`config.mk`:
```
export PLATFORM = sky130hd
export DESIGN_NAME = uart_rx_frame_flat
export DESIGN_NICKNAME = d
export VERILOG_FILES = /design/src/rtl/uart_pkg.sv /design/src/rtl/uart_rx_frame_if.sv /design/src/rtl/uart_rx_sync.sv /design/src/rtl/uart_rx_frame.sv /design/src/flat_wrapper.sv
export SDC_FILE = /design/constraint.sdc
export NUM_CORES = 1
export LEC_CHECK = 0
export CORE_MARGIN = 5
export CORE_UTILIZATION = 57
export DETAILED_ROUTE_END_ITERATION = 16
export PLACE_DENSITY = 0.77
export RECOVER_POWER = 50
export SLEW_MARGIN = 0
export SYNTH_ARGS = -nofsm -noshare
export SYNTH_HDL_FRONTEND = slang
export SYNTH_SLANG_ARGS = --single-unit
export TNS_END_PERCENT = 100
```
`constraint.sdc`:
```
create_clock -name i_clk -period 1.9 [get_ports i_clk]
set_input_delay 0.38 -clock i_clk [delete_from_list [all_inputs] [get_ports i_clk]]
set_output_delay 0.38 -clock i_clk [all_outputs]
set_load 0.005 [all_outputs]
```
`src/rtl/uart_pkg.sv`:
```
// Shared types and constants for the UART receive path.
// Parity support is enabled with the UART_RX_PARITY_EN macro.
`timescale 1ns/1ps
package uart_pkg;

    localparam int unsigned DATA_BITS = 8;

    typedef enum logic [2:0] {
        IDLE,
        START,
        DATA,
        PARITY,
        STOP,
        BREAK,
        CLEANUP
    } rx_state_t;

    // Mid-bit offset used to centre the start-bit sample.
    function automatic int unsigned half_bit(input int unsigned cy_per_bit);
        return (cy_per_bit - 1) / 2;
    endfunction

endpackage

```
`src/rtl/uart_rx_frame_if.sv`:
```
// Serial line and received-byte signals between the UART line and the receiver.
// The o_Rx_Parity_Err signal exists only when UART_RX_PARITY_EN is defined.
`timescale 1ns/1ps
interface uart_rx_frame_if;
    import uart_pkg::*;

    logic                 i_Rx_Serial;
    logic                 o_Rx_Dv;
    logic [DATA_BITS-1:0] o_Rx_Byte;
    logic                 o_Rx_Frame_Err;
    logic                 o_Rx_Busy;
`ifdef UART_RX_PARITY_EN
    logic                 o_Rx_Parity_Err;
`endif

    modport master (
        output i_Rx_Serial,
        input  o_Rx_Dv,
        input  o_Rx_Byte,
        input  o_Rx_Frame_Err,
`ifdef UART_RX_PARITY_EN
        input  o_Rx_Parity_Err,
`endif
        input  o_Rx_Busy
    );

    modport slave (
        input  i_Rx_Serial,
        output o_Rx_Dv,
        output o_Rx_Byte,
        output o_Rx_Frame_Err,
`ifdef UART_RX_PARITY_EN
        output o_Rx_Parity_Err,
`endif
        output o_Rx_Busy
    );

endinterface

```
`src/rtl/uart_rx_sync.sv`:
```
// Multi-flop synchroniser for the asynchronous serial line; resets to idle-high.
`timescale 1ns/1ps
module uart_rx_sync #(
    parameter int unsigned SYNC_STAGES = 2
) (
    input  logic clk,
    input  logic rst,
    input  logic rx,
    output logic rx_s
);

    logic [SYNC_STAGES-1:0] sync_q;

    always_ff @(posedge clk or posedge rst) begin
        if (rst) begin
            sync_q <= '1;
        end else begin
            sync_q <= {sync_q[SYNC_STAGES-2:0], rx};
        end
    end

    assign rx_s = sync_q[SYNC_STAGES-1];

endmodule

```
`src/rtl/uart_rx_frame.sv`:
```
// 8N1 UART receiver with start-glitch rejection, stop-bit framing check and busy flag.
// Defining UART_RX_PARITY_EN switches to 8E1 and adds o_Rx_Parity_Err.
`timescale 1ns/1ps
module uart_rx_frame
    import uart_pkg::*;
#(
    parameter int unsigned CLK_CY_PER_BIT = 87,
    parameter int unsigned SYNC_STAGES    = 2
) (
    input  logic          i_clk,
    input  logic          i_rst,
    uart_rx_frame_if.slave rx
);

    localparam int unsigned CW = $clog2(CLK_CY_PER_BIT);
    localparam int unsigned IW = $clog2(DATA_BITS);
    localparam logic [CW-1:0] BIT_LAST  = CW'(CLK_CY_PER_BIT - 1);
    // START leaves on the HALF-th counting cycle; the IDLE detect cycle supplies the extra one.
    localparam logic [CW-1:0] HALF_LAST = CW'(half_bit(CLK_CY_PER_BIT) - 1);
    localparam logic [IW-1:0] IDX_LAST  = IW'(DATA_BITS - 1);

    logic                 rx_s;
    rx_state_t            state, state_n;
    logic [CW-1:0]        cnt, cnt_n;
    logic [IW-1:0]        idx, idx_n;
    logic [DATA_BITS-1:0] shreg, shreg_n;
    logic [DATA_BITS-1:0] byte_q, byte_n;
    logic                 dv_q, dv_n;
    logic                 ferr_q, ferr_n;
`ifdef UART_RX_PARITY_EN
    logic                 par_q, par_n;
    logic                 perr_q, perr_n;
`endif

    uart_rx_sync #(.SYNC_STAGES(SYNC_STAGES)) u_sync (
        .clk  (i_clk),
        .rst  (i_rst),
        .rx   (rx.i_Rx_Serial),
        .rx_s (rx_s)
    );

    always_ff @(posedge i_clk or posedge i_rst) begin
        if (i_rst) begin
            state  <= IDLE;
            cnt    <= '0;
            idx    <= '0;
            shreg  <= '0;
            byte_q <= '0;
            dv_q   <= 1'b0;
            ferr_q <= 1'b0;
`ifdef UART_RX_PARITY_EN
            par_q  <= 1'b0;
            perr_q <= 1'b0;
`endif
        end else begin
            state  <= state_n;
            cnt    <= cnt_n;
            idx    <= idx_n;
            shreg  <= shreg_n;
            byte_q <= byte_n;
            dv_q   <= dv_n;
            ferr_q <= ferr_n;
`ifdef UART_RX_PARITY_EN
            par_q  <= par_n;
            perr_q <= perr_n;
`endif
        end
    end

    always_comb begin
        state_n = state;
        cnt_n   = cnt;
        idx_n   = idx;
        shreg_n = shreg;
        byte_n  = byte_q;
        dv_n    = 1'b0;
        ferr_n  = 1'b0;
`ifdef UART_RX_PARITY_EN
        par_n   = par_q;
        perr_n  = 1'b0;
`endif
        case (state)
            IDLE: begin
                if (!rx_s) begin
                    state_n = START;
                    cnt_n   = '0;
                end
            end
            START: begin
                if (cnt == HALF_LAST) begin
                    if (!rx_s) begin
                        state_n = DATA;
                        cnt_n   = '0;
                        idx_n   = '0;
                    end else begin
                        state_n = IDLE;
                    end
                end else begin
                    cnt_n = cnt + 1'b1;
                end
            end
            DATA: begin
                if (cnt == BIT_LAST) begin
                    cnt_n        = '0;
                    shreg_n[idx] = rx_s;
                    if (idx == IDX_LAST) begin
                        idx_n   = '0;
`ifdef UART_RX_PARITY_EN
                        state_n = PARITY;
`else
                        state_n = STOP;
`endif
                    end else begin
                        idx_n = idx + 1'b1;
                    end
                end else begin
                    cnt_n = cnt + 1'b1;
                end
            end
`ifdef UART_RX_PARITY_EN
            PARITY: begin
                if (cnt == BIT_LAST) begin
                    cnt_n   = '0;
                    par_n   = rx_s;
                    state_n = STOP;
                end else begin
                    cnt_n = cnt + 1'b1;
                end
            end
`endif
            STOP: begin
                if (cnt == BIT_LAST) begin
                    cnt_n = '0;
                    if (rx_s) begin
                        state_n = CLEANUP;
`ifdef UART_RX_PARITY_EN
                        if (^{shreg, par_q}) begin
                            perr_n = 1'b1;
                        end else begin
                            byte_n = shreg;
                            dv_n   = 1'b1;
                        end
`else
                        byte_n  = shreg;
                        dv_n    = 1'b1;
`endif
                    end else begin
                        state_n = BREAK;
                        ferr_n  = 1'b1;
`ifdef UART_RX_PARITY_EN
                        perr_n  = ^{shreg, par_q};
`endif
                    end
                end else begin
                    cnt_n = cnt + 1'b1;
                end
            end
            BREAK: begin
                if (rx_s) begin
                    state_n = CLEANUP;
                end
            end
            CLEANUP: begin
                state_n = IDLE;
            end
            default: begin
                state_n = IDLE;
            end
        endcase
    end

    assign rx.o_Rx_Dv        = dv_q;
    assign rx.o_Rx_Byte      = byte_q;
    assign rx.o_Rx_Frame_Err = ferr_q;
    assign rx.o_Rx_Busy      = (state != IDLE) && (state != CLEANUP);
`ifdef UART_RX_PARITY_EN
    assign rx.o_Rx_Parity_Err = perr_q;
`endif

endmodule
```
`src/flat_wrapper.sv`:
```
// flat-port wrapper written by rule: the top's interface ports become plain ports
module uart_rx_frame_flat import uart_pkg::*;
#(
    parameter int unsigned CLK_CY_PER_BIT = 87,
    parameter int unsigned SYNC_STAGES    = 2
)
  (i_clk, i_rst, rx_i_Rx_Serial, rx_o_Rx_Dv, rx_o_Rx_Byte, rx_o_Rx_Frame_Err, rx_o_Rx_Busy);
  uart_rx_frame_if rx_i ();
  input  logic i_clk;
  input  logic i_rst;
  input wire logic [$bits(rx_i.i_Rx_Serial)-1:0] rx_i_Rx_Serial;
  output wire logic [$bits(rx_i.o_Rx_Dv)-1:0] rx_o_Rx_Dv;
  output wire logic [$bits(rx_i.o_Rx_Byte)-1:0] rx_o_Rx_Byte;
  output wire logic [$bits(rx_i.o_Rx_Frame_Err)-1:0] rx_o_Rx_Frame_Err;
  output wire logic [$bits(rx_i.o_Rx_Busy)-1:0] rx_o_Rx_Busy;
  assign rx_i.i_Rx_Serial = rx_i_Rx_Serial;
  assign rx_o_Rx_Dv = rx_i.o_Rx_Dv;
  assign rx_o_Rx_Byte = rx_i.o_Rx_Byte;
  assign rx_o_Rx_Frame_Err = rx_i.o_Rx_Frame_Err;
  assign rx_o_Rx_Busy = rx_i.o_Rx_Busy;
  uart_rx_frame #(.CLK_CY_PER_BIT(CLK_CY_PER_BIT), .SYNC_STAGES(SYNC_STAGES)) u_core (.i_clk(i_clk), .i_rst(i_rst), .rx(rx_i));
endmodule
```
* After elaboration in Yosys (flattened, before gate mapping) *
Index checks and enable logic that the tools add are counted.

storage, ports and cells
  register bits after elaboration = 33
  output and inout port bits = 11

cells by class
  $add $sub $neg = 2
  $lt $le $gt $ge = 2
  eq/ne operators = 15
  muxes and demuxes = 27
  reductions and logical operators = 11

operator list
  cell                                                 count
  two-way mux 3 bit                                    10
  two-way mux 7 bit                                    3
  one-hot mux 7 bit (3 select lines)                   1
  one-hot mux 3 bit (5 select lines)                   1
  equality test 3 bit, second input constant           3
  bitwise mux 8 bit                                    1
  != test 2 x 1 -> 1 bit, second input constant        4
  adder 7 x 1 -> 7 bit, second input constant          1
  equality test 7 x 6 -> 1 bit, second input constant  1
  equality test 7 bit, second input constant           1
  two-way mux 1 bit                                    7
  != test 2 bit, second input constant                 3
  one-hot mux 3 bit (2 select lines)                   1
  AND reduction 6 bit                                  1
  nonzero test 3 bit                                   2
  < comparator 3 x 4 -> 1 bit, second input constant   1
  two-way mux 2 bit                                    2
  AND reduction 4 bit                                  1
  adder 3 x 1 -> 3 bit, second input constant          1
  demux 1 bit (select 3 bit)                           1
  equality test 3 x 1 -> 1 bit, second input constant  1
  equality test 3 x 2 -> 1 bit, second input constant  1
  >= comparator 3 x 1 -> 1 bit, second input constant  1
  zero test 3 bit                                      1
  6 further kinds                                      7

* Longest topological paths before layout *
  depth in word-level cells = 5
  mapped depth = 6
  mapped depth without buffers = 6

* Hierarchy *
Synthesis repeated with hierarchy kept, for this count alone.

second synthesis, totals
  cells, all modules = 144
  area total of the unflattened synthesis = 1712.9 sq um

by module, submodules not included
  module         times used  cells each  area an instance (sq um)  seq. area each (sq um)
  uart_rx_frame  1           141         1656.6                    775.7
  uart_rx_sync   1           3           56.3                      52.6

* Worst setup path before layout *
OpenSTA, ideal clock, no wires.

  kind = register -> register
  start = reg u_core.cnt[0]
  end = reg u_core.byte_q[0], in the netlist u_core.rx.o_Rx_Byte[0]
  library setup time = 125 ps
  data arrival time = 1562 ps
  setup slack = 213 ps
  stages on the path, launching flop included = 7
  buffers on the path = 0
  period minus slack after synthesis = 1687 ps
  cell sequence = dfrtp_1 inv_1 ha_1 nand2_1 nor3_2 nand3_2 mux2_2

between the ends
  longest elaborated chain between the ends = 2

RTL lines
  item                           RTL line              RTL
  start, declared                uart_rx_frame.sv:24   logic [CW-1:0] cnt, cnt_n;
  start signal, assigned         uart_rx_frame.sv:57   cnt <= cnt_n;
  equality test 7 bit            uart_rx_frame.sv:132  if (cnt == BIT_LAST) begin
  AND reduction 3 bit (no line)  -
  end signal, assigned           uart_rx_frame.sv:60   byte_q <= byte_n;
  end, declared                  uart_rx_frame.sv:27   logic [DATA_BITS-1:0] byte_q, byte_n;

Every way passes these cells.
A chain may end at the register's enable or synchronous reset.

* Final worst setup path *
  start = reg u_core.state[2]
  end = reg u_core.shreg[1]

between the ends
  longest elaborated chain between the ends = 2

RTL lines
  item                           RTL line             RTL
  start, declared                uart_rx_frame.sv:23  rx_state_t state, state_n;
  start signal, assigned         uart_rx_frame.sv:56  state <= state_n;
  equality test 3 x 2 -> 1 bit   uart_rx_frame.sv:82  case (state)
  AND reduction 2 bit (no line)  -
  end signal, assigned           uart_rx_frame.sv:59  shreg <= shreg_n;
  end, declared                  uart_rx_frame.sv:26  logic [DATA_BITS-1:0] shreg, shreg_n;

Every way passes these cells.

==> results.md <==
- Finished layout cell area: 0.00196 mm2
- Routed Antenna Nets: 0
- GR Util All Layers: 0.178
- CP max stage delay: 0.45 ns
- Area share of the largest cell type after synthesis: 0.459
- Overall via count from detail_route: 1195
- FILL cells: 209
- Yosys top cell by area: dfrtp_1
- Vias in the first global route: 1226
- Worst vdd ir: 0.000549 V
- Sw frac: 0.320
- H-tree depth: 2
- Crit path max-delay cell type: dfrtp_2
- Setup Skew: 0.0179 ns
- RSZ-0062 raised after global routing: yes
- WP data arrival: 2.04 ns
- Post-route DRC: 0
- Status: complete, no violations
- Combinational Power Share: 0.222
- Top FF cell, synth: dfrtp_1
- TritonCTS clock tree: done
- Max-slew violations: 0
- Register share of total power: 0.531
- Storage cell area: 831 um2
- Synth area leaders: dfrtp_1 46%, mux2_2 11%, dfstp_2 3.1%, ha_1 3.0%, nor2_1 2.2%
- Total of max-cap violations: 0
- GP Congestion: 0.810
- Starting density of the core: 0.603
- First DRT Iteration DRCs: 85
- Metal-1 WL: 1410 um
- Rel. slew slack: 0.483
- Die W: 64.5 um
- Synth-to-layout area growth: 16.1%
- Clock power share: 0.247
- Worst setup EP type: flip-flop
- Top cells by count, synth: 31 x dfrtp_1, 16 x mux2_2, 10 x nor2_1, 8 x inv_1
- Pre-CTS WS: 0.0526 ns
- Routed met3 length: 110 um
- Syn nets: 153
- Yosys reg bits: 33
- Mapped Avg Cell Area: 11.6 um2
- Fin util: 0.700
- Fmax: 550 MHz
- Post-DR vias/cell: 5.98
- Most instantiated library cell after synthesis: dfrtp_1
- CTS Buffer Depth: 2
- Top layer in use: met4
- Die H: 64.5 um
- Power per Cell Area: 786 mW/mm2
- Row cnt: 19
- Crit start category: flip-flop
- Remaining Overflow, GRT: 0
- Leakage power: 0.893 nW
- Synth unique cells: 42
- First-pass GRT wire length: 5770 um
- Final setup viols: 0
- I/O pins: 14
- Sw power: 495 uW
- Layout cells sized above 1: 0.266
- Area of the multi-input gates: 823 um2
- Met2 wire length: 1610 um
- EDFF count, synth: 0
- Reg clk slew, reported paths: 0.09 ns
- Die footprint: 0.00416 mm2
- Antenna cells: 0
- Maximum fanout along the worst path: 11
- DR WL/cell: 15.9 um
- Final Cycle Share: 0.957
- PnR worst setup slack: 0.0809 ns
- PortBufs: 13
- Post-CTS Hold Buffers: 0
- Hpwl dp: 2190 um
- CORE AREA: 0.00281 mm2
- Worst Hold Depth: 0
- Pre-Repair DR Iteration Count: 4
- Least-Margin Pin Slew: 0.776 ns
- Nets@finish: 175
- DP Area: 0.00187 mm2
- Synth warnings: 0
- Final wirelength: 3180 um
- Clk_lat worst skew: 0.35 ns
- Cells along the critical path: buf_4, nand2b_1, nor3_4, nand4b_1, mux2_2
- Tmin final: 1.82 ns
- Initial antenna violation count: 0
- Internal: 1.05 mW
- Setup TNS: 0 ns
- CTS Buf Count: 5
- Req. time, crit path: 2.12 ns
- Largest net degree at the start of global routing: 34
- Hold slack: 0.362 ns
- Clock net sink count: 33
- Register area share after synthesis: 0.490
- Cell count after synthesis: 146
- Hold Crit Class: reg -> reg
- Root Buffer: clkbuf_4
- Worst Path Class, Setup: reg -> reg
- Cell area after synthesis: 0.00169 mm2
- R2r worst-path depth: 5
- FFs w/ async S/R, synth: 1.00
- Final hold viol count: 0
==> sequential cells by signal, summed over array words and instances (netlist names) <==
register / count
u_core.cnt: 7
u_core.idx: 3
u_core.rx.o_Rx_Byte: 8
u_core.rx.o_Rx_Dv: 1
u_core.rx.o_Rx_Frame_Err: 1
u_core.shreg: 8
u_core.state: 3
u_core.u_sync.sync_q: 2
==> final cells by class <==
cell class | count | share of cell area
clock buffer | 7 | 0.0229
clock inverter | 1 | 0.00255
inverter | 8 | 0.0153
multi-input combinational | 99 | 0.419
sequential | 33 | 0.423
tap | 31 | 0.0198
timing repair buffer | 21 | 0.0969
==> worst paths after layout <==
check / startpoint / to / slack [ns]
setup reg to reg: u_core.state[2] / u_core.shreg[1] / 0.08
hold reg to reg: u_core.u_sync.sync_q[0] / u_core.u_sync.sync_q[1] / 0.36
setup / recovery: u_core.state[2] / u_core.shreg[1] / 0.08
hold / removal: u_core.u_sync.sync_q[0] / u_core.u_sync.sync_q[1] / 0.36
max in group asynchronous: i_rst / u_core.state[2] / 0.67
min in group asynchronous: i_rst / u_core.rx.o_Rx_Byte[5] / 0.68
==> layer usage <==
layer  global-route usage  vias to the layer above
met2                0.295                       18
met1                0.223                      596
li1                     -                      574
met5                    0                        -
met3               0.0518                        7
met4               0.0633                        0
==> stage by stage <==
step / instances / power, mW
final: 200 / 1.54
after global routing: 200 / 1.64
after CTS: 200 / 1.55
after detailed placement: 190 / 1.16
after global placement: 190 / 1.15
after floorplan: 146 / 1.07
==> critical path, delay by kind of cell (launching register included) <==
family / cells / cell delay, ns
AND/OR/NAND/NOR: 3 / 0.78
buffers and inverters: 1 / 0.18
flip-flops: 1 / 0.45
multiplexers: 1 / 0.30
==> cell usage in the layout (no fill, tap or decap), types with 3 or more instances in the layout <==
cell type         n
ha_1              4
nand3_1           4
dfrtp_1          29
buf_4             7
nor3_1            6
o22ai_1           6
nand4b_1          4
inv_1             8
o21ai_0           4
o21ai_1           3
nor2_1           10
a22o_1            3
nand2b_1          3
clkdlybuf4s50_1  10
clkbuf_4          5
nor2b_1           3
nand2_1           4
mux2_2           16
==> cells by family (layout without fill, tap and decap cells) <==
logic type               count (synthesis)  count (layout)  synth area share
adder cells (fa/ha/maj)                  5               5            0.0355
XOR/XNOR                                 2               2            0.0104
flip-flops                              33              33             0.490
multiplexers                            16              16             0.107
AO/OA/AOI/OAI                           25              25             0.108
AND/OR/NAND/NOR                         51              51             0.214
buffers and inverters                   14              37            0.0362
==> power groups by stage <==
stage	combinational [mW]	clock [mW]	sequential (mW)
global placement	0.316	0	0.829
finish	0.342	0.381	0.820
detailed placement	0.325	0	0.835
CTS	0.344	0.391	0.818
global route	0.383	0.435	0.827
floorplan	0.258	0	0.809
==> timing repair <==
item,in CTS,in global routing
pin swaps,0,1
setup buffers,2,0
resized for setup,3,3
setup endpoints to repair,1,12
No activity file was read; power rests on OpenSTA's default activity.
